$ cat src/rtl/quick_sort_pkg.sv
// Shared definitions for the quick-sort memory path: default word width and
// the swap sequencer state encoding.
package quick_sort_pkg;

  localparam int unsigned DEFAULT_WORD_SIZE = 16;

  typedef enum logic [2:0] {
    S_IDLE = 3'd0,
    S_RD1  = 3'd1,
    S_RD2  = 3'd2,
    S_CAP  = 3'd3,
    S_WR1  = 3'd4,
    S_WR2  = 3'd5,
    S_DONE = 3'd6
  } swap_state_e;

endpackage

$ cat src/rtl/quick_sort_swap_fsm.sv
// Swap sequencer: turns one accepted swap into RD a1, RD a2, WR a1, WR a2
// and pulses done once both writes have been issued.
module quick_sort_swap_fsm
  import quick_sort_pkg::*;
#(
  parameter int unsigned WORD_SIZE = DEFAULT_WORD_SIZE
) (
  input  logic                 clk,
  input  logic                 reset,
  input  logic                 start,
  input  logic [WORD_SIZE-1:0] addr1,
  input  logic [WORD_SIZE-1:0] addr2,
  input  logic [WORD_SIZE-1:0] mem_rdata,
  output logic                 idle,
  output logic                 busy,
  output logic                 done,
  output logic                 mem_en,
  output logic                 mem_we,
  output logic [WORD_SIZE-1:0] mem_addr,
  output logic [WORD_SIZE-1:0] mem_wdata
);

  swap_state_e          state_q, state_d;
  logic [WORD_SIZE-1:0] a1_q, a1_d;
  logic [WORD_SIZE-1:0] a2_q, a2_d;
  logic [WORD_SIZE-1:0] d1_q, d1_d;
  logic [WORD_SIZE-1:0] d2_q, d2_d;

  always_ff @(posedge clk) begin
    if (reset) begin
      state_q <= S_IDLE;
      a1_q    <= '0;
      a2_q    <= '0;
      d1_q    <= '0;
      d2_q    <= '0;
    end else begin
      state_q <= state_d;
      a1_q    <= a1_d;
      a2_q    <= a2_d;
      d1_q    <= d1_d;
      d2_q    <= d2_d;
    end
  end

  // Read data lags its access by one cycle, so d1 lands in RD2 and d2 in CAP.
  always_comb begin
    state_d = state_q;
    a1_d    = a1_q;
    a2_d    = a2_q;
    d1_d    = d1_q;
    d2_d    = d2_q;
    unique case (state_q)
      S_IDLE: begin
        if (start) begin
          a1_d    = addr1;
          a2_d    = addr2;
          state_d = (addr1 == addr2) ? S_DONE : S_RD1;
        end
      end
      S_RD1:   state_d = S_RD2;
      S_RD2: begin
        d1_d    = mem_rdata;
        state_d = S_CAP;
      end
      S_CAP: begin
        d2_d    = mem_rdata;
        state_d = S_WR1;
      end
      S_WR1:   state_d = S_WR2;
      S_WR2:   state_d = S_DONE;
      S_DONE:  state_d = S_IDLE;
      default: state_d = S_IDLE;
    endcase
  end

  always_comb begin
    idle      = (state_q == S_IDLE);
    busy      = (state_q != S_IDLE);
    done      = (state_q == S_DONE);
    mem_en    = 1'b0;
    mem_we    = 1'b0;
    mem_addr  = '0;
    mem_wdata = '0;
    unique case (state_q)
      S_RD1: begin
        mem_en   = 1'b1;
        mem_addr = a1_q;
      end
      S_RD2: begin
        mem_en   = 1'b1;
        mem_addr = a2_q;
      end
      S_WR1: begin
        mem_en    = 1'b1;
        mem_we    = 1'b1;
        mem_addr  = a1_q;
        mem_wdata = d2_q;
      end
      S_WR2: begin
        mem_en    = 1'b1;
        mem_we    = 1'b1;
        mem_addr  = a2_q;
        mem_wdata = d1_q;
      end
      default: ;
    endcase
  end

endmodule

$ cat src/rtl/quick_sort_mem_scheduler.sv
// Single-port sort memory owner: arbitrates swap engine, controller read and
// host access, muxes the memory port and returns read data with a valid flag.
module quick_sort_mem_scheduler
  import quick_sort_pkg::*;
#(
  parameter int unsigned WORD_SIZE = DEFAULT_WORD_SIZE
) (
  input  logic                 clk,
  input  logic                 reset,
  input  logic                 swap_req,
  input  logic [WORD_SIZE-1:0] swap_addr1,
  input  logic [WORD_SIZE-1:0] swap_addr2,
  output logic                 swap_gnt,
  output logic                 swap_busy,
  output logic                 swap_done,
  input  logic                 rd_req,
  input  logic [WORD_SIZE-1:0] rd_addr,
  output logic                 rd_gnt,
  output logic                 rd_valid,
  output logic [WORD_SIZE-1:0] rd_data,
  input  logic                 host_req,
  input  logic                 host_we,
  input  logic [WORD_SIZE-1:0] host_addr,
  input  logic [WORD_SIZE-1:0] host_wdata,
  output logic                 host_gnt,
  output logic                 host_rvalid,
  output logic [WORD_SIZE-1:0] host_rdata,
  output logic                 mem_en,
  output logic                 mem_we,
  output logic [WORD_SIZE-1:0] mem_addr,
  output logic [WORD_SIZE-1:0] mem_wdata,
  input  logic [WORD_SIZE-1:0] mem_rdata
);

  logic                 fsm_idle;
  logic                 fsm_mem_en;
  logic                 fsm_mem_we;
  logic [WORD_SIZE-1:0] fsm_mem_addr;
  logic [WORD_SIZE-1:0] fsm_mem_wdata;
  logic                 rd_valid_q, rd_valid_d;
  logic                 host_rvalid_q, host_rvalid_d;

  quick_sort_swap_fsm #(
    .WORD_SIZE(WORD_SIZE)
  ) u_swap_fsm (
    .clk      (clk),
    .reset    (reset),
    .start    (swap_gnt),
    .addr1    (swap_addr1),
    .addr2    (swap_addr2),
    .mem_rdata(mem_rdata),
    .idle     (fsm_idle),
    .busy     (swap_busy),
    .done     (swap_done),
    .mem_en   (fsm_mem_en),
    .mem_we   (fsm_mem_we),
    .mem_addr (fsm_mem_addr),
    .mem_wdata(fsm_mem_wdata)
  );

  // Grants only while the sequencer is idle; losers keep their request up.
  always_comb begin
    swap_gnt = 1'b0;
    rd_gnt   = 1'b0;
    host_gnt = 1'b0;
    if (fsm_idle && !reset) begin
      swap_gnt = swap_req;
      rd_gnt   = rd_req && !swap_req;
      host_gnt = host_req && !swap_req && !rd_req;
    end
  end

  always_comb begin
    mem_en    = 1'b0;
    mem_we    = 1'b0;
    mem_addr  = '0;
    mem_wdata = '0;
    if (!fsm_idle) begin
      mem_en    = fsm_mem_en;
      mem_we    = fsm_mem_we;
      mem_addr  = fsm_mem_addr;
      mem_wdata = fsm_mem_wdata;
    end else if (rd_gnt) begin
      mem_en   = 1'b1;
      mem_addr = rd_addr;
    end else if (host_gnt) begin
      mem_en    = 1'b1;
      mem_we    = host_we;
      mem_addr  = host_addr;
      mem_wdata = host_we ? host_wdata : '0;
    end
  end

  always_comb begin
    rd_valid_d    = rd_gnt;
    host_rvalid_d = host_gnt && !host_we;
  end

  always_ff @(posedge clk) begin
    if (reset) begin
      rd_valid_q    <= 1'b0;
      host_rvalid_q <= 1'b0;
    end else begin
      rd_valid_q    <= rd_valid_d;
      host_rvalid_q <= host_rvalid_d;
    end
  end

  // The memory macro registers its output, so return data is passed straight through.
  always_comb begin
    rd_valid    = rd_valid_q;
    rd_data     = rd_valid_q ? mem_rdata : '0;
    host_rvalid = host_rvalid_q;
    host_rdata  = host_rvalid_q ? mem_rdata : '0;
  end

endmodule

$ cat config.mk
export PLATFORM = sky130hd
export DESIGN_NAME = quick_sort_mem_scheduler
export DESIGN_NICKNAME = d
export VERILOG_FILES = /design/src/rtl/quick_sort_pkg.sv /design/src/rtl/quick_sort_swap_fsm.sv /design/src/rtl/quick_sort_mem_scheduler.sv
export SDC_FILE = /design/constraint.sdc
export NUM_CORES = 1
export LEC_CHECK = 0
export ABC_AREA = 1
export CORE_AREA = 2 2 86 88
export DETAILED_ROUTE_END_ITERATION = 12
export DIE_AREA = 0 0 88 90
export DONT_BUFFER_PORTS = 1
export PLACE_DENSITY = 0.74
export SYNTH_ARGS = -nofsm -noshare
export SYNTH_HDL_FRONTEND = slang
export SYNTH_SLANG_ARGS = --single-unit
$ cat constraint.sdc
create_clock -name clk -period 1.2 [get_ports clk]
set_input_delay 0.06 -clock clk [delete_from_list [all_inputs] [get_ports clk]]
set_output_delay 0.06 -clock clk [all_outputs]
set_load 0.1 [all_outputs]
==> impl_metrics.env, run 1 <==
export IMPL_status="aborted with a tool error"
export IMPL_stop_stage="clock tree synthesis (4_1_cts)"
export IMPL_stop_error="[ERROR DPL-0038] Utilization greater than 100%, impossible to legalize"
export IMPL_start_util_pct=55.6
export IMPL_dp_final_hpwl_um=9870
export IMPL_htreeDepth=3
export IMPL_synth_area_um2=3910
export IMPL_die_y_um=90
export IMPL_ys_warn_count=0
export IMPL_syn_num_nets=702
export IMPL_ys_seq_elements=69
export IMPL_syn_inst=600
export IMPL_yosysTopAreaCell="dfxtp_1"
export IMPL_syn_area_per_cell_um2=6.51
export IMPL_clk_path_buf_depth=2
export IMPL_synth_top_area_share_pct=35.4
export IMPL_place_congestion=0.787
export IMPL_die_x_um=88
export IMPL_cts_root_buf="clkbuf_8"
export IMPL_post_cts_buffers=31
export IMPL_clock_sinks=69
export IMPL_port_buffers=0
export IMPL_synth_area_leaders="dfxtp_1 (35%), nand2_1 (20%), inv_1 (8.9%), o21ai_1 (6.3%), nor2_1 (6.1%)"
export IMPL_num_rows=31
export IMPL_dp_cells=770
export IMPL_postCtsHoldBufs=35
export IMPL_pin_count=175
export IMPL_synth_cell_type_count=26
export IMPL_ys_seq_area_share_pct=35.4
export IMPL_ctsResizeCount=174
export IMPL_numCtsBuffers=9
[synthesized netlist by cell type]
master	count
nor3_4	2
dfxtp_1	69
nor2_2	2
nor2_1	63
nand3_2	1
clkbuf_1	11
inv_2	10
o31ai_1	5
nor3_2	1
inv_1	93
buf_2	14
nand2_1	203
o211ai_1	16
o31ai_2	11
nor2_4	3
o221ai_1	1
o2111ai_2	9
buf_4	3
nand2_4	2
nand4_1	1
o2111ai_1	7
a21oi_1	20
o21ai_1	49
nor3_1	1
nand3_1	1
buf_6	2
[through the flow]
stage                     TNS [ns]  instance area (µm²)  util [%]  worst slack [ns]
after global placement      -29.46                 6240      88.9            -0.568
after detailed placement    -33.51                 6240      88.9            -0.584
after floorplan             -41.70                 4620         -             -1.14
[logic make-up after synthesis]
kind of cell | Yosys count | synth area share [%]
flip-flops | 69 | 35.4
AO/OA/AOI/OAI | 118 | 21.7
AND/OR/NAND/NOR | 280 | 29.1
buffers and inverters | 133 | 13.9
==> inputs of run 2 (changes only) <==
CORE_AREA = 2 2 102 104   (was 2 2 86 88)
DIE_AREA = 0 0 104 106   (was 0 0 88 90)
PLACE_DENSITY = not set   (was 0.74)
PLACE_DENSITY_LB_ADDON = 0.15   (was not set)
clock period = 1.6 ns   (was 1.2 ns; I/O delays follow)
==> run 2 against run 1 <==
Effect of this change: the flow now finishes, with violations (negative hold slack, negative setup slack); synthesized cell count did not move; synthesized area stayed put.
==> impl_metrics.env, run 2 <==
export IMPL_core_area_um2=10000
export IMPL_synth_cell_type_count=26
export IMPL_diodes=0
export IMPL_end_kind="primary output"
export IMPL_syn_area_per_cell_um2=6.51
export IMPL_max_stage_delay_ns=0.36
export IMPL_hold_class="in2reg"
export IMPL_synth_mux_area_share_pct=0
export IMPL_crit_required_ns=1.52
export IMPL_die_y_um=106
export IMPL_yosysMostFrequentCell="nand2_1"
export IMPL_hold_start="reset"
export IMPL_cp_arrival_ns=1.93
export IMPL_startpoint="u_swap_fsm.state_q[1]$_SDFFE_PP0P_"
export IMPL_ys_seq_elements=69
export IMPL_die_x_um=104
export IMPL_cts_tree="built"
export IMPL_rr_startpoint="u_swap_fsm.state_q[1]$_SDFFE_PP0P_"
export IMPL_pin_count=175
export IMPL_path_delay_family="simple AND/OR/NAND/NOR gates"
export IMPL_syn2layout_area_growth_pct=78.2
export IMPL_synth_area_um2=3910
export IMPL_wire_per_inst_um=16.0
export IMPL_fin_nets=834
export IMPL_worstMarginPinSlew_ns=0.496
export IMPL_grt_ovfl_total=0
export IMPL_final_cell_mix="nand2_1 (157), inv_1 (72), dfxtp_1 (64), nor2_1 (60), o21ai_1 (47)"
export IMPL_layout_setup_ws_ns=-0.408
export IMPL_finalHoldWorstSlack_ns=-0.166
export IMPL_p_leak_nw=2.94
export IMPL_clock_sinks=69
export IMPL_drive_above_1_share_pct=35.7
export IMPL_fmax_mhz=498
export IMPL_rsz0062_at_grt="true"
export IMPL_htreeDepth=3
export IMPL_firstDrtPassIters=4
export IMPL_yosys_area_share_xor_xnor_pct=0
export IMPL_fin_crit_ns=2.01
export IMPL_num_rows=37
export IMPL_grt_pass1_vias=4371
export IMPL_synthSimpleGateAreaFrac_pct=29.1
export IMPL_crit_path_top_delay_cell="dfxtp_4"
export IMPL_vias_per_cell=4.99
export IMPL_antenna_found_initial=0
export IMPL_finish_instance_area_um2=6960
export IMPL_crit_type="reg2out"
export IMPL_grt_use_total_pct=24.3
export IMPL_path_max_fanout=5
export IMPL_clkTransAtPathRegs_ns=0.08
export IMPL_synth_area_leaders="dfxtp_1 (35%), nand2_1 (20%), inv_1 (8.9%), o21ai_1 (6.3%), nor2_1 (6.1%)"
export IMPL_drv_slew=0
export IMPL_place_area_um2=5430
export IMPL_async_flop_share_pct=0
export IMPL_postCtsHoldBufs=34
export IMPL_cts_root_buf="clkbuf_8"
export IMPL_grt_max_degree=33
export IMPL_syn_inst=600
export IMPL_synth_fa_ha_area_share_pct=0
export IMPL_violations="negative hold slack, negative setup slack"
export IMPL_die_area_um2=11000
export IMPL_maxCapViolCount=0
export IMPL_power_density_nw_per_um2=850
export IMPL_yosysTopAreaCell="dfxtp_1"
export IMPL_port_buffers=0
export IMPL_finalSetupViolCount=69
export IMPL_drtAntennaViolNets=0
export IMPL_synth_edf_count=0
export IMPL_syn_num_nets=702
export IMPL_ys_seq_area_share_pct=35.4
export IMPL_finClkSkew_ns=0.00969
export IMPL_numCtsBuffers=9
export IMPL_synth_top_area_share_pct=35.4
export IMPL_status="complete, but fails checks"
export IMPL_clk_path_buf_depth=2
export IMPL_clk_latency_ns=0.34
export IMPL_final_common_cell="nand2_1"
export IMPL_grt_pass1_wl_um=21400
export IMPL_synth_compound_gate_area_share_pct=21.7
export IMPL_drc=0
export IMPL_timing_final_crit_share_pct=125
export IMPL_num_vias=4357
export IMPL_p_total_mw=5.91
export IMPL_yosys_top_cells_count="nand2_1 (203), inv_1 (93), dfxtp_1 (69), nor2_1 (63), o21ai_1 (49)"
export IMPL_worstSetupStartpointType="flip-flop"
export IMPL_crit_chain="nor2_4, nand2_8, nor2_4, nand3_4, inv_4, buf_6, buf_12, nand2_2, o2111ai_4, buf_12"
export IMPL_final_core_util_pct=69.6
export IMPL_dp_final_hpwl_um=8570
export IMPL_place_congestion=0.823
export IMPL_synth_top_family_by_area="simple AND/OR/NAND/NOR gates"
export IMPL_peakVddDrop_uv=480
export IMPL_ys_warn_count=0
export IMPL_slew_headroom_pct=66.9
export IMPL_start_util_pct=39.1
export IMPL_ys_flop_type="dfxtp_1"
export IMPL_drt_iter0_drc=156
export IMPL_finalHoldViolCount=17
export IMPL_crit_buf_inv=4
export IMPL_wl_um=13900
export IMPL_setup_tns_ns=-18.07
## run 2: final cells by class
| class | count | area (µm²) |
|---|---|---|
| Fill cell | 796 | 3040 |
| Timing Repair Buffer | 150 | 2180 |
| Clock inverter | 5 | 55.1 |
| Clock buffer | 11 | 163 |
| Timing Repair inverter | 1 | 11.3 |
| Sequential cell | 69 | 1400 |
| Multi-Input combinational cell | 398 | 2500 |
| Tap cell | 136 | 170 |
| Inverter | 103 | 487 |
## run 2: cell families after synthesis
group | Yosys count
DFF | 69
buffers and inverters | 133
AOI/OAI and AO/OA | 118
and+or+nand+nor | 280
## run 2: worst reg2reg max path, cell delays in order, from the launching register on
cell and delay, ns:
dfxtp_4 0.36, nor2_4 0.17, nand2_8 0.07, buf_4 0.13, buf_6 0.10, buf_6 0.11
nor3_4 0.15, buf_12 0.15, buf_6 0.10, buf_12 0.12, clkbuf_16 0.15, nand2_2 0.05
o31ai_2 0.05
## run 2: metal layers
metal  share of wire, %  track usage, %  vias up
met5                  0               0        -
met4                1.8            7.53        0
met3                7.6            6.87       24
met2                 50            43.1      189
met1                 41            28.3     1989
li1                   -               -     2155
## run 2: timing repair
item                       4_1_cts  5_1_grt
pin swaps                       22       14
buffers inserted                23        9
gates resized for setup         87       50
hold endpoints to repair        69       17
setup endpoints to repair       38       90
cloned                           6        6
## run 2: per-stage QoR
stage	setup slack, ns	instances
2_1_floorplan	-0.765	600
3_3_place_gp	-0.197	781
3_5_place_dp	-0.231	781
4_1_cts	-0.400	860
5_1_grt	-0.513	873
6_report	-0.408	873
## run 2: worst paths after layout
kind / slack, ns / depth (start not counted) / endpoint
worst max-delay path: -0.41 / 10 / mem_addr[14]
worst min-delay path: -0.17 / 1 / u_swap_fsm.a1_q[2]$_SDFFE_PP0P_
worst max register to register: -0.20 / 12 / u_swap_fsm.a1_q[11]$_SDFFE_PP0P_
worst min register to register: 0.46 / 2 / u_swap_fsm.d1_q[15]$_SDFFE_PP0P_
## run 2: power breakdown
group          internal (mW)  total, mW  switching (mW)
Combinational          0.940       2.42            1.48
Sequential              1.88       1.96          0.0856
Clock                  0.856       1.54           0.681
Note: power is estimated with default switching activity, not from simulation.
==> inputs of run 3 (changes only) <==
ABC_AREA = not set   (was 1)
CORE_AREA = 2 2 100 102   (was 2 2 102 104)
DIE_AREA = 0 0 102 104   (was 0 0 104 106)
==> run 3 against run 2 <==
Effect of this change: register-to-register slack improved by 0.19 ns; combinational power decreased by 36%; critical path type unchanged; first-iteration DRC count unchanged; critical endpoint is now mem_addr[8]; largest cell class unchanged; the run ends with negative setup slack left; non-clock buffer count increased by 16; critical path depth decreased by 4; clock power decreased by 8%; core utilization increased by 3.1 points; wire length decreased by 4.9%.
==> impl_metrics.env, run 3 <==
export IMPL_power_density_nw_per_um2=700
export IMPL_die_y_um=104
export IMPL_timing_final_crit_share_pct=128
export IMPL_finalHoldViolCount=0
export IMPL_drtAntennaViolNets=0
export IMPL_yosys_top_cells_count="nand2_1 (162), dfxtp_1 (69), and2_1 (33), a21oi_1 (32), nand3b_1 (32)"
export IMPL_syn_area_per_cell_um2=7.97
export IMPL_syn_num_nets=568
export IMPL_violations="negative setup slack"
export IMPL_antenna_found_initial=0
export IMPL_cts_tree="built"
export IMPL_syn2layout_area_growth_pct=86.9
export IMPL_ys_warn_count=0
export IMPL_start_util_pct=38.9
export IMPL_dp_cells=670
export IMPL_firstDrtPassIters=6
export IMPL_wire_per_inst_um=17.7
export IMPL_final_common_cell="nand2_1"
export IMPL_cp_arrival_ns=1.97
export IMPL_final_core_util_pct=72.7
export IMPL_grt_pass1_wl_um=20700
export IMPL_port_buffers=0
export IMPL_dp_final_hpwl_um=8440
export IMPL_wl_met3_um=1040
export IMPL_end_kind="primary output"
export IMPL_yosysMostFrequentCell="nand2_1"
export IMPL_worstMarginPinSlew_ns=0.505
export IMPL_fill_cells=698
export IMPL_clock_sinks=69
export IMPL_clk_latency_ns=0.34
export IMPL_finalSetupViolCount=41
export IMPL_diodes=0
export IMPL_finalHoldWorstSlack_ns=0.0791
export IMPL_crit_type="reg2out"
export IMPL_dr_wl_met2_um=6930
export IMPL_place_area_um2=5830
export IMPL_die_area_um2=10600
export IMPL_drt_iter0_drc=156
export IMPL_async_flop_share_pct=0
export IMPL_wl_um=13300
export IMPL_status="complete, but fails checks"
export IMPL_htreeDepth=3
export IMPL_clkTransAtPathRegs_ns=0.08
export IMPL_num_rows=36
export IMPL_finish_instance_area_um2=6940
export IMPL_p_leak_nw=2.67
export IMPL_synth_cell_type_count=42
export IMPL_synth_top_area_share_pct=37.2
export IMPL_ys_seq_elements=69
export IMPL_slew_headroom_pct=66.3
export IMPL_die_x_um=102
export IMPL_route_top_layer_used="met4"
export IMPL_numCtsBuffers=9
export IMPL_ys_seq_area_share_pct=37.2
export IMPL_yosysTopAreaCell="dfxtp_1"
export IMPL_drive_above_1_share_pct=36.7
export IMPL_synth_area_um2=3710
export IMPL_final_cell_mix="nand2_1 (139), buf_12 (78), dfxtp_1 (64), dlygate4sd3_1 (51), nand3b_1 (32)"
export IMPL_path_max_fanout=8
export IMPL_cts_root_buf="clkbuf_8"
export IMPL_met1_length_um=4980
export IMPL_grt_pass1_vias=4150
export IMPL_grt_use_total_pct=24.4
export IMPL_core_area_um2=9550
export IMPL_drv_slew=0
export IMPL_crit_required_ns=1.52
export IMPL_finalNonFillerCells=748
export IMPL_finClkSkew_ns=0.00817
export IMPL_vias_per_cell=5.30
export IMPL_fmax_mhz=488
export IMPL_rsz0062_at_grt="true"
export IMPL_grt_ovfl_total=0
export IMPL_hold_class="in2reg"
export IMPL_synth_area_leaders="dfxtp_1 (37%), nand2_1 (16%), nand3b_1 (6.5%), and2_1 (5.6%), a21oi_1 (4.3%)"
export IMPL_pin_count=175
export IMPL_clk_path_buf_depth=2
export IMPL_maxCapViolCount=0
export IMPL_syn_inst=466
export IMPL_grt_max_degree=69
export IMPL_drc=0
export IMPL_fin_crit_ns=2.05
export IMPL_place_congestion=0.727
export IMPL_peakVddDrop_uv=529
export IMPL_fin_nets=712
export IMPL_ys_flop_type="dfxtp_1"
export IMPL_synth_edf_count=0
export IMPL_layout_setup_ws_ns=-0.450
export IMPL_worstSetupStartpointType="flip-flop"
export IMPL_num_vias=3966
run 3: critical path, stage by stage (launching register included):
cell      delay [ns]
dfxtp_4         0.37
buf_6           0.14
or3b_4          0.20
o21ai_4         0.13
a222oi_1        0.52
nand2_4         0.08
buf_12          0.18
run 3: per-layer routing:
metal | up-vias | global-route usage [%]
met2 | 178 | 43.6
met5 | - | 0
met1 | 1881 | 28.6
met4 | 0 | 7.71
li1 | 1887 | -
met3 | 20 | 5.11
run 3: area by class of cell:
class                           instances  area [µm²]  area share, %
Multi-Input combinational cell        361        2700           39.0
Clock buffer                           10         138           1.98
Clock inverter                          6        62.6          0.902
Inverter                                3        17.5          0.252
Tap cell                              133         166           2.40
Timing Repair Buffer                  166        2460           35.4
Sequential cell                        69        1400           20.1
run 3: where the power goes:
| part | switching, mW | internal, mW |
|---|---|---|
| Combinational | 0.920 | 0.635 |
| Clock | 0.667 | 0.756 |
| Sequential | 0.0670 | 1.81 |
run 3: cells by family (layout without fill, tap and decap cells):
family | count (synthesis) | count (layout) | synth area share (%)
and+or+nand+nor | 252 | 253 | 33.0
AOI/OAI and AO/OA | 73 | 75 | 16.0
buffers and inverters | 39 | 185 | 5.46
muxes | 16 | 16 | 4.31
xor gates and xnor gates | 17 | 17 | 4.01
DFF | 69 | 69 | 37.2
run 3: timing repair:
| item | in CTS | in global routing |
|---|---|---|
| setup endpoints to repair | 52 | 47 |
| pin swaps | 23 | 35 |
| hold buffers | 52 | 0 |
| cloned | 4 | 2 |
| setup buffers | 9 | 7 |
| resized for setup | 37 | 32 |
| endpoints found under the hold margin | 69 | 0 |
run 3: worst paths after layout:
kind / start / end / slack [ns] / depth (start not counted)
worst max-delay path: u_swap_fsm.state_q[2]$_SDFFE_PP0P_ / mem_addr[8] / -0.45 / 6
worst max register to register: u_swap_fsm.state_q[2]$_SDFFE_PP0P_ / u_swap_fsm.d2_q[12]$_SDFFE_PP0P_ / -0.01 / 9
worst min register to register: u_swap_fsm.d2_q[11]$_SDFFE_PP0P_ / u_swap_fsm.d2_q[11]$_SDFFE_PP0P_ / 0.45 / 2
worst min-delay path: reset / u_swap_fsm.d2_q[11]$_SDFFE_PP0P_ / 0.08 / 2
run 3: stage by stage:
step / total power [mW] / TNS (ns) / setup WS [ns]
2_1_floorplan: 2.79 / -7.14 / -0.320
3_3_place_gp: 3.20 / -3.04 / -0.189
3_5_place_dp: 3.22 / -3.64 / -0.215
4_1_cts: 4.85 / -14.55 / -0.455
5_1_grt: 5.01 / -18.07 / -0.526
6_report: 4.85 / -14.86 / -0.450
==> inputs of run 4 (changes only) <==
GPL_TIMING_DRIVEN = 0   (was not set)
SKIP_CTS_REPAIR_TIMING = 1   (was not set)
==> run 4 against run 3 <==
Effect of this change: the run ends with negative hold slack, negative setup slack left; non-clock buffer count down 55; clock-buffer cell count up 2; global-route usage down 3.9 points; fmax down 11%; sequential power about the same; flip-flop and latch count unchanged; hold slack worse by 0.081 ns; combinational power down 21%; sequential share of layout area up 5.1 points.
==> impl_metrics.env, run 4 (synthesis results as in run 3) <==
export IMPL_clkTransAtPathRegs_ns=0.07
export IMPL_r2r_cells=6
export IMPL_crit_chain="buf_6, nor4_4, and4bb_1, buf_6, and2_4, buf_12, clkbuf_16, o2bb2ai_4"
export IMPL_firstDrtPassIters=5
export IMPL_status="complete, but fails checks"
export IMPL_place_congestion=0.817
export IMPL_drv_slew=0
export IMPL_die_area_um2=10600
export IMPL_path_delay_family="simple AND/OR/NAND/NOR gates"
export IMPL_cp_arrival_ns=2.22
export IMPL_num_vias=3647
export IMPL_crit_cells=8
export IMPL_path_max_fanout=9
export IMPL_finalHoldWorstSlack_ns=-0.00210
export IMPL_maxCapViolCount=0
export IMPL_dp_final_hpwl_um=8160
export IMPL_grt_max_degree=12
export IMPL_grt_use_total_pct=20.5
export IMPL_diodes=0
export IMPL_drtAntennaViolNets=0
export IMPL_hold_depth=2
export IMPL_timing_final_crit_share_pct=144
export IMPL_cts_root_buf="clkbuf_8"
export IMPL_ff2ff_setup_slack_ns=-0.05
export IMPL_drive_above_1_share_pct=26.2
export IMPL_cts_tree="built"
export IMPL_final_cell_mix="nand2_1 (146), dfxtp_1 (65), dlygate4sd3_1 (53), nand3b_1 (32), a21oi_1 (32)"
export IMPL_drc=0
export IMPL_p_leak_nw=2.14
export IMPL_layout_setup_ws_ns=-0.700
export IMPL_worstSetupStartpointType="flip-flop"
export IMPL_p_total_mw=4.73
export IMPL_grt_pass1_wl_um=16700
export IMPL_wl_um=12100
export IMPL_crit_required_ns=1.52
export IMPL_max_stage_delay_ns=0.32
export IMPL_vias_per_cell=5.29
export IMPL_crit_type="reg2out"
export IMPL_clock_sinks=69
export IMPL_die_y_um=104
export IMPL_clk_path_buf_depth=2
export IMPL_numCtsBuffers=9
export IMPL_syn2layout_area_growth_pct=48.5
export IMPL_end_kind="primary output"
export IMPL_hold_class="in2reg"
export IMPL_drt_iter0_drc=169
export IMPL_path_common_cell="buf_6"
export IMPL_antenna_found_initial=0
export IMPL_fin_crit_ns=2.30
export IMPL_fin_nets=654
export IMPL_place_area_um2=4320
export IMPL_die_x_um=102
export IMPL_grt_pass1_vias=3293
export IMPL_port_buffers=0
export IMPL_power_density_nw_per_um2=859
export IMPL_finalHoldViolCount=1
export IMPL_slew_headroom_pct=27.1
export IMPL_pin_count=175
export IMPL_finish_instance_area_um2=5510
export IMPL_finClkSkew_ns=0.00670
export IMPL_violations="negative hold slack, negative setup slack"
export IMPL_crit_path_top_delay_cell="nor4_4"
export IMPL_htreeDepth=3
export IMPL_grt_ovfl_total=0
export IMPL_fmax_mhz=435
export IMPL_clk_latency_ns=0.34
export IMPL_rsz0062_at_grt="true"
export IMPL_start_util_pct=38.9
export IMPL_wire_per_inst_um=17.6
export IMPL_crit_buf_inv=4
export IMPL_final_common_cell="nand2_1"
export IMPL_finalSetupViolCount=49
export IMPL_core_area_um2=9550
export IMPL_peakVddDrop_uv=516
export IMPL_num_rows=36
export IMPL_worstMarginPinSlew_ns=1.09
run 4: cell count changes in the layout (fill, tap and decap cells not counted), sizes merged:
cell	previous run	this run
dlygate4sd3	51	53
buf	114	41
bufinv	1	2
clkbuf	11	29
o21ai	4	2
clkinvlp	4	1
and3	3	2
run 4: metrics by stage:
step	hold slack (ns)	setup slack, ns	TNS (ns)	util, %	std cells
2_1_floorplan	0.144	-0.320	-7.14	-	466
3_3_place_gp	0.147	-0.636	-25.52	45.2	599
3_5_place_dp	0.148	-0.624	-28.32	45.2	599
4_1_cts	-0.222	-1.00	-55.78	47.5	615
5_1_grt	0.0320	-0.761	-27.18	57.7	690
6_report	-0.00210	-0.700	-23.33	57.7	690
run 4: per-layer routing:
layer / share of wire, % / GRT usage, % / vias up
li1: - / - / 1770
met1: 39 / 23.4 / 1691
met2: 51 / 36.1 / 172
met3: 8.0 / 5.17 / 14
met4: 1.7 / 8.00 / 0
met5: 0 / 0 / -
run 4: path summary, 6_finish.rpt:
kind	start	endpoint
worst min-delay path	swap_req	u_swap_fsm.state_q[1]$_SDFFE_PP0P_
worst min register to register	u_swap_fsm.d2_q[12]$_SDFFE_PP0P_	u_swap_fsm.d2_q[12]$_SDFFE_PP0P_
worst max register to register	u_swap_fsm.state_q[1]$_SDFFE_PP0P_	u_swap_fsm.d2_q[13]$_SDFFE_PP0P_
worst max-delay path	u_swap_fsm.state_q[2]$_SDFFE_PP0P_	mem_wdata[11]
run 4: area by class of cell:
class	instances	area, µm²
Tap cell	133	166
Multi-Input combinational cell	358	2580
Clock buffer	12	155
Buffer	33	317
Timing Repair Buffer	78	811
Fill cell	860	4040
Inverter	3	17.5
Clock inverter	4	70.1
Sequential cell	69	1390
run 4: report_power, final:
part | switching [mW] | internal (mW)
combinational | 0.847 | 0.392
clock | 0.660 | 0.959
sequential | 0.0665 | 1.81
